--- config.mk ---
export PLATFORM = sky130hd
export DESIGN_NAME = sram_ring_addr_sequencer_flat
export DESIGN_NICKNAME = d
export VERILOG_FILES = /design/src/rtl/sram_ring_pkg.sv /design/src/rtl/sram_ring_addr_sequencer_if.sv /design/src/rtl/sram_ring_ptr.sv /design/src/rtl/sram_ring_addr_sequencer.sv /design/src/flat_wrapper.sv
export SDC_FILE = /design/constraint.sdc
export NUM_CORES = 1
export LEC_CHECK = 0
export BUFFER_PORTS_ARGS = -buffer_cell sky130_fd_sc_hd__buf_2
export CORE_UTILIZATION = 32
export CTS_CLUSTER_SIZE = 30
export DETAILED_ROUTE_END_ITERATION = 8
export GPL_TIMING_DRIVEN = 0
export SETUP_SLACK_MARGIN = 0.5
export SLEW_MARGIN = 20
export SYNTH_ARGS = -nofsm -noshare
export SYNTH_HDL_FRONTEND = slang
export SYNTH_SLANG_ARGS = --single-unit
--- constraint.sdc ---
create_clock -name CLK -period 2.89 [get_ports CLK]
set_input_delay 0.4335 -clock CLK [delete_from_list [all_inputs] [get_ports CLK]]
set_output_delay 0.4335 -clock CLK [all_outputs]
set_load 0.03 [all_outputs]
--- src/rtl/sram_ring_pkg.sv ---
// Shared constants and helpers for the SRAM ring address sequencer.
// Optional build macro SRAM_RING_OVERWRITE_EN is consumed by sram_ring_addr_sequencer.
package sram_ring_pkg;

   localparam int unsigned DEF_ADDR_WIDTH = 18;
   localparam int unsigned DEF_NUM_BANKS  = 2;
   localparam int unsigned MAX_BANKS      = 64;

   // Bit width needed to index n items, never less than 1.
   function automatic int unsigned clog2_min1(input int unsigned n);
      int unsigned w;
      w = 1;
      while ((64'd1 << w) < 64'(n)) w = w + 1;
      return w;
   endfunction

   // One-hot bank select; callers truncate to their bank count.
   function automatic logic [MAX_BANKS-1:0] bank_onehot(input int unsigned bank);
      return MAX_BANKS'(1) << bank;
   endfunction

endpackage

--- src/rtl/sram_ring_addr_sequencer_if.sv ---
// Strobe / address bus between the logging front end, readout path and the ring sequencer.
interface sram_ring_addr_sequencer_if #(
   parameter int unsigned ADDR_WIDTH = sram_ring_pkg::DEF_ADDR_WIDTH,
   parameter int unsigned NUM_BANKS  = sram_ring_pkg::DEF_NUM_BANKS
);
   localparam int unsigned BANK_W = sram_ring_pkg::clog2_min1(NUM_BANKS);
   localparam int unsigned CNT_W  = ADDR_WIDTH + BANK_W + 1;

   logic                  W_NEXT;
   logic                  R_NEXT;
   logic                  CLR_FLAGS;
   logic [ADDR_WIDTH-1:0] W_ADDRESS_OUT;
   logic [NUM_BANKS-1:0]  W_CHIP_SELECT;
   logic [ADDR_WIDTH-1:0] R_ADDRESS_OUT;
   logic [NUM_BANKS-1:0]  R_CHIP_SELECT;
   logic [CNT_W-1:0]      COUNT;
   logic                  FULL;
   logic                  EMPTY;
   logic                  OVERFLOW;
   logic                  UNDERFLOW;

   modport master (
      output W_NEXT, R_NEXT, CLR_FLAGS,
      input  W_ADDRESS_OUT, W_CHIP_SELECT, R_ADDRESS_OUT, R_CHIP_SELECT,
      input  COUNT, FULL, EMPTY, OVERFLOW, UNDERFLOW
   );

   modport slave (
      input  W_NEXT, R_NEXT, CLR_FLAGS,
      output W_ADDRESS_OUT, W_CHIP_SELECT, R_ADDRESS_OUT, R_CHIP_SELECT,
      output COUNT, FULL, EMPTY, OVERFLOW, UNDERFLOW
   );
endinterface

--- src/rtl/sram_ring_ptr.sv ---
// One {bank, addr} wrap-around pointer with registered address and one-hot chip select.
module sram_ring_ptr
   import sram_ring_pkg::*;
#(
   parameter int unsigned ADDR_WIDTH = DEF_ADDR_WIDTH,
   parameter int unsigned NUM_BANKS  = DEF_NUM_BANKS
) (
   input  logic                  clk,
   input  logic                  rst,
   input  logic                  en,
   output logic [ADDR_WIDTH-1:0] addr,
   output logic [NUM_BANKS-1:0]  cs
);
   localparam int unsigned BANK_W = clog2_min1(NUM_BANKS);
   localparam logic [BANK_W-1:0] LAST_BANK = BANK_W'(NUM_BANKS - 1);

   logic [BANK_W-1:0]     bank;
   logic [BANK_W-1:0]     bank_nxt;
   logic [ADDR_WIDTH-1:0] addr_nxt;

   // Bank steps only when the word address rolls over; bank count need not be a power of two.
   always_comb begin
      addr_nxt = addr + ADDR_WIDTH'(1);
      bank_nxt = bank;
      if (&addr) begin
         bank_nxt = (bank == LAST_BANK) ? '0 : bank + BANK_W'(1);
      end
   end

   always_ff @(posedge clk or posedge rst) begin
      if (rst) begin
         addr <= '0;
         bank <= '0;
         cs   <= NUM_BANKS'(1);
      end else if (en) begin
         addr <= addr_nxt;
         bank <= bank_nxt;
         cs   <= NUM_BANKS'(bank_onehot(32'(bank_nxt)));
      end
   end

endmodule

--- src/rtl/sram_ring_addr_sequencer.sv ---
// Multi-bank SRAM circular buffer: independent write/read pointers, occupancy and sticky error flags.
// Build macro SRAM_RING_OVERWRITE_EN: a write while full discards the oldest word instead of being refused.
module sram_ring_addr_sequencer
   import sram_ring_pkg::*;
#(
   parameter int unsigned ADDR_WIDTH = DEF_ADDR_WIDTH,
   parameter int unsigned NUM_BANKS  = DEF_NUM_BANKS
) (
   input  logic                        CLK,
   input  logic                        RESET,
   sram_ring_addr_sequencer_if.slave   bus
);
   localparam int unsigned BANK_W = clog2_min1(NUM_BANKS);
   localparam int unsigned CNT_W  = ADDR_WIDTH + BANK_W + 1;
   localparam logic [CNT_W-1:0] DEPTH = CNT_W'(NUM_BANKS) << ADDR_WIDTH;

   logic             w_en;
   logic             r_en;
   logic             ovf_set;
   logic             udf_set;
   logic [CNT_W-1:0] count;
   logic [CNT_W-1:0] cnt_nxt;
   logic             full;
   logic             empty;
   logic             ovf;
   logic             udf;

   // Arbitration of the two strobes against the registered occupancy state.
   always_comb begin
      w_en    = 1'b0;
      r_en    = 1'b0;
      ovf_set = 1'b0;
      udf_set = 1'b0;
      cnt_nxt = count;
      if (bus.W_NEXT && bus.R_NEXT) begin
         if (empty) begin
            w_en    = 1'b1;
            udf_set = 1'b1;
            cnt_nxt = count + CNT_W'(1);
         end else begin
            w_en = 1'b1;
            r_en = 1'b1;
         end
      end else if (bus.W_NEXT) begin
         if (!full) begin
            w_en    = 1'b1;
            cnt_nxt = count + CNT_W'(1);
         end else begin
            ovf_set = 1'b1;
`ifdef SRAM_RING_OVERWRITE_EN
            w_en    = 1'b1;
            r_en    = 1'b1;
`endif
         end
      end else if (bus.R_NEXT) begin
         if (!empty) begin
            r_en    = 1'b1;
            cnt_nxt = count - CNT_W'(1);
         end else begin
            udf_set = 1'b1;
         end
      end
   end

   always_ff @(posedge CLK or posedge RESET) begin
      if (RESET) begin
         count <= '0;
         full  <= 1'b0;
         empty <= 1'b1;
         ovf   <= 1'b0;
         udf   <= 1'b0;
      end else begin
         count <= cnt_nxt;
         full  <= (cnt_nxt == DEPTH);
         empty <= (cnt_nxt == '0);
         ovf   <= ovf_set | (ovf & ~bus.CLR_FLAGS);
         udf   <= udf_set | (udf & ~bus.CLR_FLAGS);
      end
   end

   sram_ring_ptr #(.ADDR_WIDTH(ADDR_WIDTH), .NUM_BANKS(NUM_BANKS)) u_wptr (
      .clk  (CLK),
      .rst  (RESET),
      .en   (w_en),
      .addr (bus.W_ADDRESS_OUT),
      .cs   (bus.W_CHIP_SELECT)
   );

   sram_ring_ptr #(.ADDR_WIDTH(ADDR_WIDTH), .NUM_BANKS(NUM_BANKS)) u_rptr (
      .clk  (CLK),
      .rst  (RESET),
      .en   (r_en),
      .addr (bus.R_ADDRESS_OUT),
      .cs   (bus.R_CHIP_SELECT)
   );

   assign bus.COUNT     = count;
   assign bus.FULL      = full;
   assign bus.EMPTY     = empty;
   assign bus.OVERFLOW  = ovf;
   assign bus.UNDERFLOW = udf;

endmodule

--- src/flat_wrapper.sv ---
// flat-port wrapper written by rule: the top's interface ports become plain ports
module sram_ring_addr_sequencer_flat import sram_ring_pkg::*;
#(
   parameter int unsigned ADDR_WIDTH = DEF_ADDR_WIDTH,
   parameter int unsigned NUM_BANKS  = DEF_NUM_BANKS
)
  (CLK, RESET, bus_W_NEXT, bus_R_NEXT, bus_CLR_FLAGS, bus_W_ADDRESS_OUT, bus_W_CHIP_SELECT, bus_R_ADDRESS_OUT, bus_R_CHIP_SELECT, bus_COUNT, bus_FULL, bus_EMPTY, bus_OVERFLOW, bus_UNDERFLOW);
  sram_ring_addr_sequencer_if #(.ADDR_WIDTH(ADDR_WIDTH), .NUM_BANKS(NUM_BANKS)) bus_i ();
  input  logic CLK;
  input  logic RESET;
  input wire logic [$bits(bus_i.W_NEXT)-1:0] bus_W_NEXT;
  input wire logic [$bits(bus_i.R_NEXT)-1:0] bus_R_NEXT;
  input wire logic [$bits(bus_i.CLR_FLAGS)-1:0] bus_CLR_FLAGS;
  output wire logic [$bits(bus_i.W_ADDRESS_OUT)-1:0] bus_W_ADDRESS_OUT;
  output wire logic [$bits(bus_i.W_CHIP_SELECT)-1:0] bus_W_CHIP_SELECT;
  output wire logic [$bits(bus_i.R_ADDRESS_OUT)-1:0] bus_R_ADDRESS_OUT;
  output wire logic [$bits(bus_i.R_CHIP_SELECT)-1:0] bus_R_CHIP_SELECT;
  output wire logic [$bits(bus_i.COUNT)-1:0] bus_COUNT;
  output wire logic [$bits(bus_i.FULL)-1:0] bus_FULL;
  output wire logic [$bits(bus_i.EMPTY)-1:0] bus_EMPTY;
  output wire logic [$bits(bus_i.OVERFLOW)-1:0] bus_OVERFLOW;
  output wire logic [$bits(bus_i.UNDERFLOW)-1:0] bus_UNDERFLOW;
  assign bus_i.W_NEXT = bus_W_NEXT;
  assign bus_i.R_NEXT = bus_R_NEXT;
  assign bus_i.CLR_FLAGS = bus_CLR_FLAGS;
  assign bus_W_ADDRESS_OUT = bus_i.W_ADDRESS_OUT;
  assign bus_W_CHIP_SELECT = bus_i.W_CHIP_SELECT;
  assign bus_R_ADDRESS_OUT = bus_i.R_ADDRESS_OUT;
  assign bus_R_CHIP_SELECT = bus_i.R_CHIP_SELECT;
  assign bus_COUNT = bus_i.COUNT;
  assign bus_FULL = bus_i.FULL;
  assign bus_EMPTY = bus_i.EMPTY;
  assign bus_OVERFLOW = bus_i.OVERFLOW;
  assign bus_UNDERFLOW = bus_i.UNDERFLOW;
  sram_ring_addr_sequencer #(.ADDR_WIDTH(ADDR_WIDTH), .NUM_BANKS(NUM_BANKS)) u_core (.CLK(CLK), .RESET(RESET), .bus(bus_i));
endmodule
==> results.json, run 1 <==
{
  "worst_slew_pin_slew_ns": 0.594,
  "r2r_slack_ns": -0.01,
  "crit_fanout": 6,
  "ys_ff_latch": 64,
  "path_clk_slew_ns": 0.06,
  "numCtsBuffers": 9,
  "placed_area_um2": 4300,
  "power_w": 0.00473,
  "power.density_nw_per_um2": 943,
  "cp-end-kind": "register",
  "yosysTopAreaCellShare_pct": 41.6,
  "fin_crit_sh_pct": 100,
  "worstPathCellList": "buf_8 > buf_6 > or4b_4 > o32ai_4 > xor2_2 > or3_4 > or4_4 > nor4_4",
  "leakagePower_nw": 2.22,
  "hold_viol_final": 0,
  "async_flop_share_pct": 100,
  "cp.required_ns": 3.11,
  "yosysMostFrequentCell": "dfrtp_1",
  "antenna_found_initial": 0,
  "root_buffer": "clkbuf_16",
  "ctsLongestPathBuffers": 2,
  "dp_slack_ns": -0.532,
  "finalInstanceArea_um2": 5010,
  "period_needed_ns": 2.90,
  "yosysTopAreaCell": "dfrtp_1",
  "avgSynthCellArea_um2": 9.86,
  "rsz0062_at_grt": "yes",
  "drc": 0,
  "gr-usage-all-layers_pct": 18.3,
  "grt_pass1_vias": 3294,
  "slew_violations": 0,
  "antennaDiodeCount": 0,
  "cap_violations": 0,
  "violations": "negative setup slack",
  "syn2layout_area_growth_pct": 36.7,
  "ant_nets": 0,
  "std_cell_rows": 38,
  "drt_wl_total_um": 10300,
  "gp_congestion": 0.919,
  "crit_path_start": "u_core.bus.COUNT[3]",
  "dieArea_um2": 11900,
  "path_depth": 8,
  "final_net_count": 485,
  "vdd_drop_max_v": 0.000430,
  "synth.area.top_cells": "dfrtp_1 42%, xnor2_1 9.8%, nand4_1 3.9%",
  "drive_gt1_share_pct": 38.7,
  "synth_cell_type_count": 60,
  "skew_ns": 0.00920,
  "via_count": 3298,
  "first_pass_iters": 4,
  "die_w_um": 109,
  "slew_headroom_pct": 60.3,
  "synth-edff-count": 0,
  "setup_viol": 1,
  "grt-ovfl-total": 0,
  "cts_max_level": 3,
  "core_area_um2": 11000,
  "fp.dieH_um": 109,
  "dp_hpwl_um": 7110,
  "routed_wire_length_per_instance_um": 16.6,
  "io_pins": 69,
  "arrival_ns": 3.12,
  "holdBufCountCts": 0,
  "dr.first_iter.drc_count": 284,
  "initial_core_util_pct": 33.4,
  "slowest_delay_ns": 0.58,
  "grt_pass1_wl_um": 16600,
  "rr_startpoint": "u_core.bus.COUNT[3]",
  "fin_ws_ns": -0.0123,
  "cp.buffers_inverters": 2,
  "cts_tree": "built",
  "synth-main-ff-cell": "dfrtp_1",
  "netlist_instances": 372,
  "via_per_inst": 5.31,
  "slowest_stage": "or4b_4",
  "synth_area_um2": 3670,
  "ys_seq_area_share_pct": 43.8,
  "start_kind": "register",
  "synth_common_cells": "61 x dfrtp_1, 41 x xnor2_1, 36 x nand2_1, 23 x nand4_1, 22 x nor2_1",
  "syn_nets": 381,
  "r2r-end": "u_core.bus.EMPTY",
  "cts.sinks": 64,
  "crit_path_end": "u_core.bus.EMPTY",
  "crit_family": "simple AND/OR/NAND/NOR gates",
  "io_buffer_count": 68,
  "status": "complete, but fails checks",
  "rr_worst_depth": 8,
  "crit_type": "register to register",
  "grt_max_degree": 35,
  "hp-class": "input port to async pin",
  "clk_latency_ns": 0.33,
  "yosys_warnings": 0,
  "fmax_mhz": 345
}
[metal layers]
layer / wire [µm] / vias to the layer above / global-route usage, %
met1: 4540 / 1602 / 24.0
met5: 0 / - / 0
met2: 4850 / 126 / 28.8
met4: 261 / 0 / 8.20
met3: 647 / 22 / 3.83
li1: - / 1548 / -
[cells by family after synthesis]
family	share of synthesized area [%]
flops	43.8
mux	0.580
buf+inv	5.97
simple gates	26.7
compound gates	8.73
xor+xnor	12.9
fa+ha+maj	1.36
[timing repair]
item / 4_1_cts / 5_1_grt
pin swaps: 17 / 13
endpoints found under the setup margin: 5 / 5
resized for setup: 16 / 20
buffers inserted: 20 / 4
[power by group]
| group | internal, W | switching [W] |
|---|---|---|
| Sequential | 0.00111 | 0.000286 |
| Combinational | 0.000833 | 0.00121 |
| Clock | 0.000870 | 0.000416 |
[how the worst min path moves through the flow]
stage | startpoint | to | slack, ns | cells after the start
CTS | RESET | u_core.u_rptr.addr[10] | 0.12 | 2
global route | RESET | u_core.u_rptr.addr[10] | 0.15 | 2
global placement | u_core.u_rptr.cs[0] | u_core.u_rptr.cs[0] | 0.47 | 2
floorplan | u_core.u_rptr.cs[1] | u_core.u_rptr.cs[1] | 0.48 | 1
detailed placement | RESET | u_core.u_rptr.addr[14] | 0.46 | 2
finish | RESET | u_core.u_rptr.addr[17] | 0.11 | 2
[cells in the final DEF (no fill, tap or decap), drive strengths merged, types with 2 or more instances in the layout]
| master | count |
|---|---|
| nor4 | 12 |
| or4 | 7 |
| nor2 | 22 |
| nand2b | 4 |
| a32oi | 2 |
| a31oi | 4 |
| inv | 14 |
| xnor2 | 41 |
| xor2 | 13 |
| or4b | 2 |
| nand2 | 36 |
| a22o | 2 |
| dfstp | 3 |
| buf | 105 |
| a21oi | 8 |
| o221ai | 2 |
| clkbuf | 19 |
| nand4 | 25 |
| ha | 4 |
| o32ai | 2 |
| and2 | 4 |
| o31a | 2 |
| o21ai | 7 |
| o31ai | 2 |
| bufinv | 3 |
| nor3 | 17 |
| o22ai | 2 |
| nand3 | 18 |
| or2 | 2 |
| nor2b | 3 |
| o311a | 3 |
| dfrtp | 61 |
| and4 | 3 |
| or3 | 10 |
| and3 | 4 |
[flip-flops by register name, summed over array words and instances, names as in the netlist]
name,cells
u_core.u_rptr.cs,2
u_core.u_wptr.addr,18
u_core.bus.COUNT,20
u_core.bus.EMPTY,1
u_core.bus.FULL,1
u_core.bus.UNDERFLOW,1
u_core.u_wptr.cs,2
u_core.bus.OVERFLOW,1
u_core.u_rptr.addr,18
[cell type report]
type                            instances  area (µm²)
Fill cell                            1051        5970
Multi-Input combinational cell        274        2060
Sequential cell                        64        1620
Timing Repair Buffer                   93         548
Clock buffer                           10         239
Buffer                                 21         206
Tap cell                              140         175
Clock inverter                          6         115
Inverter                               13        53.8
[per-stage QoR]
step                      TNS (ns)  hold WS, ns  utilization [%]  std cells
after floorplan                  0        0.484                -        372
after global placement       -2.65        0.470             39.0        580
after detailed placement    -0.854        0.463             39.2        581
after CTS                   -0.125        0.119             44.6        617
after global routing        -0.127        0.149             45.7        621
final                      -0.0123        0.106             45.7        621
(Power assumes the default switching activity.)
==> run 2: changes to the inputs <==
--- a/config.mk
+++ b/config.mk
@@ -15,3 +15,4 @@
 export SYNTH_ARGS = -nofsm -noshare
 export SYNTH_HDL_FRONTEND = slang
 export SYNTH_SLANG_ARGS = --single-unit
+export TNS_END_PERCENT = 5
==> run 2 against run 1 <==
  * The flow still finishes with violations (negative setup slack)
  * First-iteration DRC count rose by 4.9%
  * Critical path depth is the same
  * Utilization fell by 1.6 points
  * Worst setup slack got worse by 0.071 ns
  * Die area unchanged
  * Sequential share of layout area is 1.2 points higher
  * Total power decreased by 4.4%
  * Design area is 3.6% lower
  * Cell count is 1.9% lower
  * Routed wire length fell by 2.8%
  * Non-clock buffer count decreased by 12
  * Largest power group unchanged
==> results.json, run 2 (synthesis gave the netlist of run 1 again) <==
{
  "status": "complete, but fails checks",
  "violations": "negative setup slack",
  "final_net_count": 473,
  "slew_violations": 0,
  "leakagePower_nw": 2.15,
  "largest_register_ffs": 20,
  "grt_pass1_wl_um": 16200,
  "vdd_drop_max_v": 0.000445,
  "ctsLongestPathBuffers": 2,
  "cap_violations": 0,
  "r2r-end": "u_core.bus.EMPTY",
  "routed_wire_length_per_instance_um": 16.5,
  "drt_wl_total_um": 10000,
  "fp.dieH_um": 109,
  "grt_max_degree": 35,
  "crit_type": "register to register",
  "cts_max_level": 3,
  "gp_congestion": 0.919,
  "numCtsBuffers": 9,
  "dp_hpwl_um": 7110,
  "fin_crit_sh_pct": 103,
  "dieArea_um2": 11900,
  "fin_ws_ns": -0.0837,
  "cts_tree": "built",
  "antennaDiodeCount": 0,
  "hold_viol_final": 0,
  "slew_headroom_pct": 60.5,
  "initial_core_util_pct": 33.4,
  "arrival_ns": 3.20,
  "rr_startpoint": "u_core.bus.COUNT[3]",
  "dp_slack_ns": -0.532,
  "hp-class": "input port to async pin",
  "rsz0062_at_grt": "yes",
  "cp.required_ns": 3.11,
  "cp-end-kind": "register",
  "core_area_um2": 11000,
  "gr-usage-all-layers_pct": 17.9,
  "worst_slew_pin_slew_ns": 0.591,
  "drive_gt1_share_pct": 35.4,
  "via_per_inst": 5.26,
  "rr_worst_depth": 8,
  "root_buffer": "clkbuf_16",
  "io_pins": 69,
  "io_buffer_count": 68,
  "path_clk_slew_ns": 0.06,
  "fin_util_pct": 44.0,
  "antenna_found_initial": 0,
  "layout_common_cells": "68 x buf_2, 52 x dfrtp_1, 41 x xnor2_1",
  "die_w_um": 109,
  "r2r_slack_ns": -0.08,
  "period_needed_ns": 2.97,
  "grt-ovfl-total": 0,
  "setup_viol": 2,
  "syn2layout_area_growth_pct": 31.8,
  "via_count": 3205,
  "first_pass_iters": 5,
  "drc": 0,
  "mostFrequentLayoutCell": "buf_2",
  "power.density_nw_per_um2": 935,
  "crit_fanout": 9,
  "start_kind": "register",
  "grt_pass1_vias": 3166,
  "std_cell_rows": 38,
  "clk_latency_ns": 0.33,
  "skew_ns": 0.00628,
  "fmax_mhz": 336,
  "dr.first_iter.drc_count": 298,
  "cts.sinks": 64,
  "ant_nets": 0
}
run 2: cell type report:
class	count	area [µm²]
inverter	13	51.3
clock inverter	6	115
multi-input combinational	274	1980
buffer	21	204
fill	1059	6150
sequential	64	1620
timing repair buffer	81	450
tap	140	175
clock buffer	10	239
run 2: routing by layer:
layer  share of wire [%]  GRT usage (%)  vias to the layer above  wire [µm]
met5                   0              0                        -          0
met4                 1.8           8.11                        0        178
met3                 5.6           3.47                       15        565
met2                  46           27.5                       99       4640
met1                  46           24.0                     1560       4640
li1                    -              -                     1531          -
run 2: worst max path at each step:
stage | start | end | slack [ns] | cells past startpoint
3_3_place_gp | bus_W_NEXT | u_core.bus.EMPTY | -0.62 | 9
5_1_grt | u_core.bus.COUNT[1] | u_core.bus.EMPTY | -0.15 | 10
3_5_place_dp | bus_R_NEXT | u_core.bus.EMPTY | -0.53 | 9
2_1_floorplan | u_core.bus.COUNT[3] | u_core.bus.EMPTY | 0.002 | 8
4_1_cts | u_core.bus.COUNT[3] | u_core.bus.EMPTY | -0.12 | 8
6_report | u_core.bus.COUNT[3] | u_core.bus.EMPTY | -0.08 | 8
run 2: through the flow:
stage          total power (W)  area (µm²)  hold WS [ns]  TNS (ns)  instances
2_1_floorplan          0.00263        3760         0.484         0        372
3_3_place_gp           0.00309        4280         0.470     -2.65        580
3_5_place_dp           0.00310        4300         0.463    -0.854        581
4_1_cts                0.00448        4750         0.119    -0.185        605
5_1_grt                0.00476        4840         0.150    -0.274        609
6_report               0.00452        4840         0.116    -0.133        609
run 2: report_power, final:
group | internal [W] | switching [W] | leakage [nW] | total, W
combinational | 0.000705 | 0.00115 | 1.16 | 0.00185
clock | 0.000870 | 0.000409 | 0.169 | 0.00128
sequential | 0.00111 | 0.000280 | 0.815 | 0.00139
total | 0.00268 | 0.00184 | 2.15 | 0.00452
run 2: repair_timing:
action                                  CTS  global route
pin swaps                                 7             8
endpoints found under the setup margin    5             6
hold endpoints to repair                  0             0
resized for setup                         7            10
buffers inserted                          8             4
hold buffers                              0             0
run 2: worst max-delay path, cell delays in order (launching register included):
cell and delay (ns):
dfrtp_2 0.40, clkbuf_8 0.17, or4b_2 0.73, nor3_1 0.25, a21oi_1 0.08, xnor2_1 0.16, or3_1 0.41, or4_4 0.46
nor4_4 0.21
